[config.mk]
export PLATFORM = sky130hd
export DESIGN_NAME = fifo_wr_arbiter
export DESIGN_NICKNAME = d
export VERILOG_FILES = /design/src/rtl/fifo_arb_pkg.sv /design/src/rtl/fifo_wr_arbiter_rr_pick.sv /design/src/rtl/fifo_wr_arbiter.sv
export SDC_FILE = /design/constraint.sdc
export NUM_CORES = 1
export LEC_CHECK = 0
export ABC_AREA = 1
export CAP_MARGIN = 5
export CORE_ASPECT_RATIO = 1.1
export CORE_MARGIN = 1
export CORE_UTILIZATION = 40
export DETAILED_ROUTE_END_ITERATION = 16
export HOLD_SLACK_MARGIN = 0.1
export MAX_ROUTING_LAYER = met4
export PLACE_DENSITY = 0.78
export SKIP_LAST_GASP = 1
export SYNTH_ARGS = -nofsm -noshare
export SYNTH_HDL_FRONTEND = slang
export SYNTH_SLANG_ARGS = --single-unit
[constraint.sdc]
create_clock -name clk -period 2.43 [get_ports clk]
set_input_delay 0.3645 -clock clk [delete_from_list [all_inputs] [get_ports clk]]
set_output_delay 0.3645 -clock clk [all_outputs]
set_load 0.01 [all_outputs]
[src/rtl/fifo_arb_pkg.sv]
// Shared types and helpers for the FIFO write-port arbiter.
package fifo_arb_pkg;

    typedef enum logic {
        IDLE  = 1'b0,
        GRANT = 1'b1
    } arb_state_t;

    // Widest requester vector the helper below accepts.
    localparam int MAX_REQ = 8;

    // Convert a one-hot vector to the index of its set bit (0 when empty).
    function automatic int unsigned onehot2idx(input logic [MAX_REQ-1:0] oh);
        int unsigned idx;
        idx = 0;
        for (int i = 0; i < MAX_REQ; i++) begin
            if (oh[i]) begin
                idx = idx | unsigned'(i);
            end
        end
        return idx;
    endfunction

endpackage

[src/rtl/fifo_wr_arbiter_rr_pick.sv]
// Combinational round-robin selector: finds the first asserted request
// searching upward from last_idx+1, wrapping modulo N_REQ.
module rr_pick
    import fifo_arb_pkg::*;
#(
    parameter int N_REQ = 4,
    localparam int LW   = $clog2(N_REQ)
) (
    input  logic [N_REQ-1:0] req,
    input  logic [LW-1:0]    last_idx,
    output logic             found,
    output logic [N_REQ-1:0] pick_oh,
    output logic [LW-1:0]    pick_idx
);

    // cand[gi] is the requester examined at search position gi.
    logic [LW-1:0]    cand [N_REQ];
    logic [N_REQ-1:0] rot_req;

    generate
        for (genvar gi = 0; gi < N_REQ; gi++) begin : g_rot
            logic [LW:0] raw;
            assign raw         = {1'b0, last_idx} + (LW+1)'(gi + 1);
            assign cand[gi]    = (raw >= (LW+1)'(N_REQ)) ? LW'(raw - (LW+1)'(N_REQ)) : LW'(raw);
            assign rot_req[gi] = req[cand[gi]];
        end
    endgenerate

    // Priority scan over the rotated order; the first hit wins.
    always_comb begin
        found   = 1'b0;
        pick_oh = '0;
        for (int i = 0; i < N_REQ; i++) begin
            if (!found && rot_req[i]) begin
                found            = 1'b1;
                pick_oh[cand[i]] = 1'b1;
            end
        end
    end

    assign pick_idx = LW'(onehot2idx(MAX_REQ'(pick_oh)));

endmodule

[src/rtl/fifo_wr_arbiter.sv]
// Round-robin arbiter sharing one FIFO write port among N_REQ producers.
// Each grant covers a burst of up to MAX_BURST words; a full FIFO stalls the
// burst without releasing it, and a new burst starts only with enough room.
module fifo_wr_arbiter
    import fifo_arb_pkg::*;
#(
    parameter int WIDTH     = 8,
    parameter int DEPTH     = 32,
    parameter int N_REQ     = 4,
    parameter int MAX_BURST = 4,
    parameter int START_MIN = 1
) (
    input  logic                       clk,
    input  logic                       rst,
    input  logic [N_REQ-1:0]           req_valid,
    input  logic [N_REQ*WIDTH-1:0]     req_data,
    output logic [N_REQ-1:0]           req_ready,
    output logic [N_REQ-1:0]           grant,
    output logic                       busy,
    input  logic                       fifo_full_n,
    input  logic [$clog2(DEPTH)-1:0]   fifo_use_dw,
    output logic                       fifo_wr_en,
    output logic [WIDTH-1:0]           fifo_data_in
);

    localparam int UW = $clog2(DEPTH);
    localparam int FW = UW + 1;
    localparam int CW = $clog2(MAX_BURST + 1);
    localparam int LW = $clog2(N_REQ);

    localparam logic [FW-1:0] DEPTH_W   = FW'(DEPTH);
    localparam logic [FW-1:0] START_W   = FW'(START_MIN);
    localparam logic [CW-1:0] CNT_LAST  = CW'(MAX_BURST - 1);
    localparam logic [LW-1:0] LAST_INIT = LW'(N_REQ - 1);

    arb_state_t       state_reg, state_next;
    logic [N_REQ-1:0] grant_reg, grant_next;
    logic [LW-1:0]    gidx_reg, gidx_next;
    logic [CW-1:0]    cnt_reg, cnt_next;
    logic [LW-1:0]    last_gnt_reg, last_gnt_next;

    logic [FW-1:0]    free;
    logic             pick_found;
    logic [N_REQ-1:0] pick_oh;
    logic [LW-1:0]    pick_idx;

    // Free words in the FIFO; a full FIFO reports no room regardless of use_dw.
    assign free = fifo_full_n ? (DEPTH_W - {1'b0, fifo_use_dw}) : '0;

    rr_pick #(
        .N_REQ (N_REQ)
    ) u_rr_pick (
        .req      (req_valid),
        .last_idx (last_gnt_reg),
        .found    (pick_found),
        .pick_oh  (pick_oh),
        .pick_idx (pick_idx)
    );

    // State, grant, burst counter and round-robin pointer registers.
    always_ff @(posedge clk) begin
        if (rst) begin
            state_reg    <= IDLE;
            grant_reg    <= '0;
            gidx_reg     <= '0;
            cnt_reg      <= '0;
            last_gnt_reg <= LAST_INIT;
        end else begin
            state_reg    <= state_next;
            grant_reg    <= grant_next;
            gidx_reg     <= gidx_next;
            cnt_reg      <= cnt_next;
            last_gnt_reg <= last_gnt_next;
        end
    end

    // Next-state: issue a grant from IDLE, count writes and end bursts in GRANT.
    always_comb begin
        state_next    = state_reg;
        grant_next    = grant_reg;
        gidx_next     = gidx_reg;
        cnt_next      = cnt_reg;
        last_gnt_next = last_gnt_reg;
        case (state_reg)
            IDLE: begin
                if (pick_found && (free >= START_W)) begin
                    state_next = GRANT;
                    grant_next = pick_oh;
                    gidx_next  = pick_idx;
                    cnt_next   = '0;
                end
            end
            GRANT: begin
                if (!req_valid[gidx_reg]) begin
                    // Producer dropped out: release without writing.
                    state_next    = IDLE;
                    grant_next    = '0;
                    cnt_next      = '0;
                    last_gnt_next = gidx_reg;
                end else if (fifo_full_n) begin
                    if (cnt_reg == CNT_LAST) begin
                        state_next    = IDLE;
                        grant_next    = '0;
                        cnt_next      = '0;
                        last_gnt_next = gidx_reg;
                    end else begin
                        cnt_next = cnt_reg + 1'b1;
                    end
                end
                // Full FIFO: hold everything, the burst simply stalls.
            end
            default: begin
                state_next = IDLE;
            end
        endcase
    end

    // Outputs: handshake, write strobe and data mux, all blocked during reset.
    always_comb begin
        req_ready    = '0;
        fifo_wr_en   = 1'b0;
        fifo_data_in = '0;
        if (!rst && (state_reg == GRANT)) begin
            if (fifo_full_n) begin
                req_ready = grant_reg;
            end
            if (req_valid[gidx_reg] && fifo_full_n) begin
                fifo_wr_en   = 1'b1;
                fifo_data_in = req_data[gidx_reg*WIDTH +: WIDTH];
            end
        end
    end

    assign grant = grant_reg;
    assign busy  = (state_reg == GRANT);

endmodule
==> summary.txt <==
=================================================================================
Count of fill cells added during filler insertion ..................          297
Number of flip-flops in the largest register .......................            4
Root Buffer Master ................................................. sky130_fd_sc_hd__clkbuf_4
Filler-free cell count of the finished design ......................          349
Cell Area, Placed ..................................................   2130 sq um
Vias per cell ......................................................         5.09
Syn Nets ...........................................................          291
Share of power burned in combinational logic .......................        61.0%
VDD IR max .........................................................   0.000165 V
Max-slew violation total from the final report .....................            0
Floorplan die area .................................................   3640 sq um
Number of setup violations in the final report .....................            0
Quantity of I/O buffers inserted on ports ..........................           61
Post-Layout Inst Area ..............................................   2190 sq um
Outcome ............................................................ finished, final reports clean
RSZ-0062 raised after global routing ...............................           no
Number of hold-repair buffers added at the cts stage ...............            0
DRT antenna net count ..............................................            0
Register clock-pin slew on the reported worst setup and hold paths .        80 ps
Synthesis-to-layout area growth ....................................        60.6%
NetSw ..............................................................     0.455 mW
Register-to-register path setup slack ..............................       380 ps
Global-route wire length before repair .............................      6570 um
Sw frac ............................................................        43.0%
Distinct cell type count after synthesis ...........................           22
GR peak layer ......................................................         met2
Routability cong. ..................................................        0.827
Met3 Usage GRT .....................................................        3.08%
Final critical-path required period ................................      2270 ps
Highest attainable clock frequency .................................      441 MHz
Dominant cells by area after synthesis ............................. sky130_fd_sc_hd__dfxtp_1 18%, sky130_fd_sc_hd__nor2_1 17%, sky130_fd_sc_hd__nand2_1 12%
Slew at the pin with the worst max-slew slack ......................       293 ps
Clk_skew ...........................................................      9.66 ps
Max Buffers Root-to-Sink ...........................................            2
Worst setup timing slack at the placement stage ....................     -39.9 ps
WP data required ...................................................      2070 ps
Die X ..............................................................      57.7 um
Pin count of the biggest net entering global routing ...............           18
Number of max-cap violations .......................................            0
Most frequent cells in the layout .................................. 62 x sky130_fd_sc_hd__nor2_1, 53 x sky130_fd_sc_hd__clkdlybuf4s50_1, 44 x sky130_fd_sc_hd__nand2_1
Classification of the worst setup path .............................    in -> out
Slew headroom ......................................................        80.5%
Global routing usage summed across all routing layers ..............        23.4%
DR DRC count .......................................................            0
Total overflow reported by the global router .......................            0
Syn Std Cell Area ..................................................   1360 sq um
Core region area ...................................................   3150 sq um
Synth Register Bits ................................................           12
Number of nets at the end of the flow ..............................          370
Diodes inserted ....................................................            0
Final number of hold-violating endpoints ...........................            0
TNS Setup ..........................................................         0 ps
Power density over the cells .......................................  484 nW/um^2
Arrival time worst endpoint ........................................      1900 ps
First-iteration detailed-routing DRC count .........................           71
CTS Buf Count ......................................................            3
Mean area per synthesized cell .....................................   5.75 sq um
Biggest area consumer among synthesized cells ...................... sky130_fd_sc_hd__dfxtp_1
Cell Int Power .....................................................     0.604 mW
Leading cell type in the layout, fill and taps excluded ............ sky130_fd_sc_hd__nor2_1
Share of power burned in the clock network .........................        15.2%
Number of global-route vias before repair ..........................         1620
Sequential element share of the synthesized area ...................        17.6%
I/O pin cnt ........................................................           62
Hold Path Class ....................................................   reg -> reg
Number of H-tree levels ............................................            1
LEAKAGE ............................................................      1.15 nW
Later-pin clock latency in the skew report .........................       280 ps
Crit end category .................................................. primary output
Core Rows ..........................................................           21
Share of total power in sequential cells ...........................        23.8%
TritonCTS Sinks ....................................................           12
Critical Path Max Stage Delay ......................................       540 ps
Final-layout worst hold slack ......................................       491 ps
Crit share post-route ..............................................        93.3%
Fraction of synthesized cell area taken by the top area cell type ..        17.6%
Height of the die ..................................................      63.2 um
Grt met1 use .......................................................        25.9%
Vias ...............................................................         1775
Final Routed Wirelength ............................................      4080 um
GRT met2 Usage .....................................................        42.7%
Half-perimeter wire length after placement .........................      3260 um
Cell count after synthesis .........................................          237
Least setup slack across all paths after layout ....................       164 ps
Ordered list of cells on the worst path ............................ clkdlybuf4s50_1 > nand2_1 > nand3_1 > nand2_1 > nor2_2 > buf_4 > clkdlybuf4s50_1
Routed len/inst ....................................................      11.7 um
Critical path's slowest cell ....................................... sky130_fd_sc_hd__clkdlybuf4s50_1
Max Fanout on Critical Path ........................................            3
CTS tree ...........................................................        built
Number of warnings reported in the yosys synthesis log .............            0
Initial antenna violation count ....................................            0
Layout cell share with drive strength beyond 1 .....................        13.0%
Number of cells after detailed placement ...........................          345
First-pass DRT Iterations ..........................................            4
Critical path startpoint category ..................................   input port
Starting density of the core .......................................        43.2%
=================================================================================
==> logic make-up (layout without fill, tap and decap cells) <==
family,after synthesis,after routing,synth area share (%)
AO/OA/AOI/OAI,40,40,15.2
flip-flops,12,12,17.6
buffers and inverters,27,105,7.71
AND/OR/NAND/NOR,148,148,50.3
adder cells (fa/ha/maj),10,10,9.18
==> power by group through the flow <==
stage | logic [mW] | registers, mW | clock network (mW)
floorplan | 0.391 | 0.258 | 0
global placement | 0.633 | 0.255 | 0
detailed placement | 0.640 | 0.256 | 0
CTS | 0.644 | 0.253 | 0.161
global route | 0.716 | 0.257 | 0.172
finish | 0.646 | 0.252 | 0.161
==> routing by layer <==
layer  wire [um]  share of wire [%]
met2        2150                 53
met3         170                4.2
met5           0                  0
met1        1680                 41
met4          70                1.7
==> repair_timing <==
action                                  in CTS  in global routing
setup buffers                                0                  0
resized for setup                            4                  8
endpoints found under the setup margin       8                  8
==> critical path: cells and delay by family <==
kind	cells	cell delay [ps]
buf+inv	3	1170
simple gates	4	360
==> cells in the mapped netlist, drive strengths merged <==
cell type and n:
nand4 3, dfxtp 12, nand2 52, a21oi 18, nor2 64, nor3 1, o211ai 1, buf 4
and3 1, nand3 27, o21ai 21, inv 22, clkbuf 1, ha 10
==> path summary, 6_finish.rpt <==
check | startpoint | end | cells after the start
min | cnt_reg[0]$_SDFFE_PP0P_ | cnt_reg[0]$_SDFFE_PP0P_ | 2
max reg2reg | last_gnt_reg[1]$_SDFFE_PP1P_ | gidx_reg[1]$_SDFFE_PP0P_ | 11
min reg2reg | cnt_reg[0]$_SDFFE_PP0P_ | cnt_reg[0]$_SDFFE_PP0P_ | 2
max | req_valid[2] | fifo_wr_en | 7
==> area by class of cell <==
type	count	area (sq um)	share of cell area, %
clock buffers	4	36.3	1.66
inverters	22	82.6	3.77
multi-input cells	198	1020	46.6
flip-flops and latches	12	241	11.0
well taps	34	42.5	1.94
repair buffers	79	766	35.0
==> metrics by stage <==
stage / total power, mW / utilization (%)
2_1_floorplan: 0.649 / -
3_3_place_gp: 0.888 / 67.5
3_5_place_dp: 0.896 / 67.5
4_1_cts: 1.06 / 68.8
5_1_grt: 1.14 / 69.4
6_report: 1.06 / 69.4
Note: power is estimated with default switching activity, not from simulation.
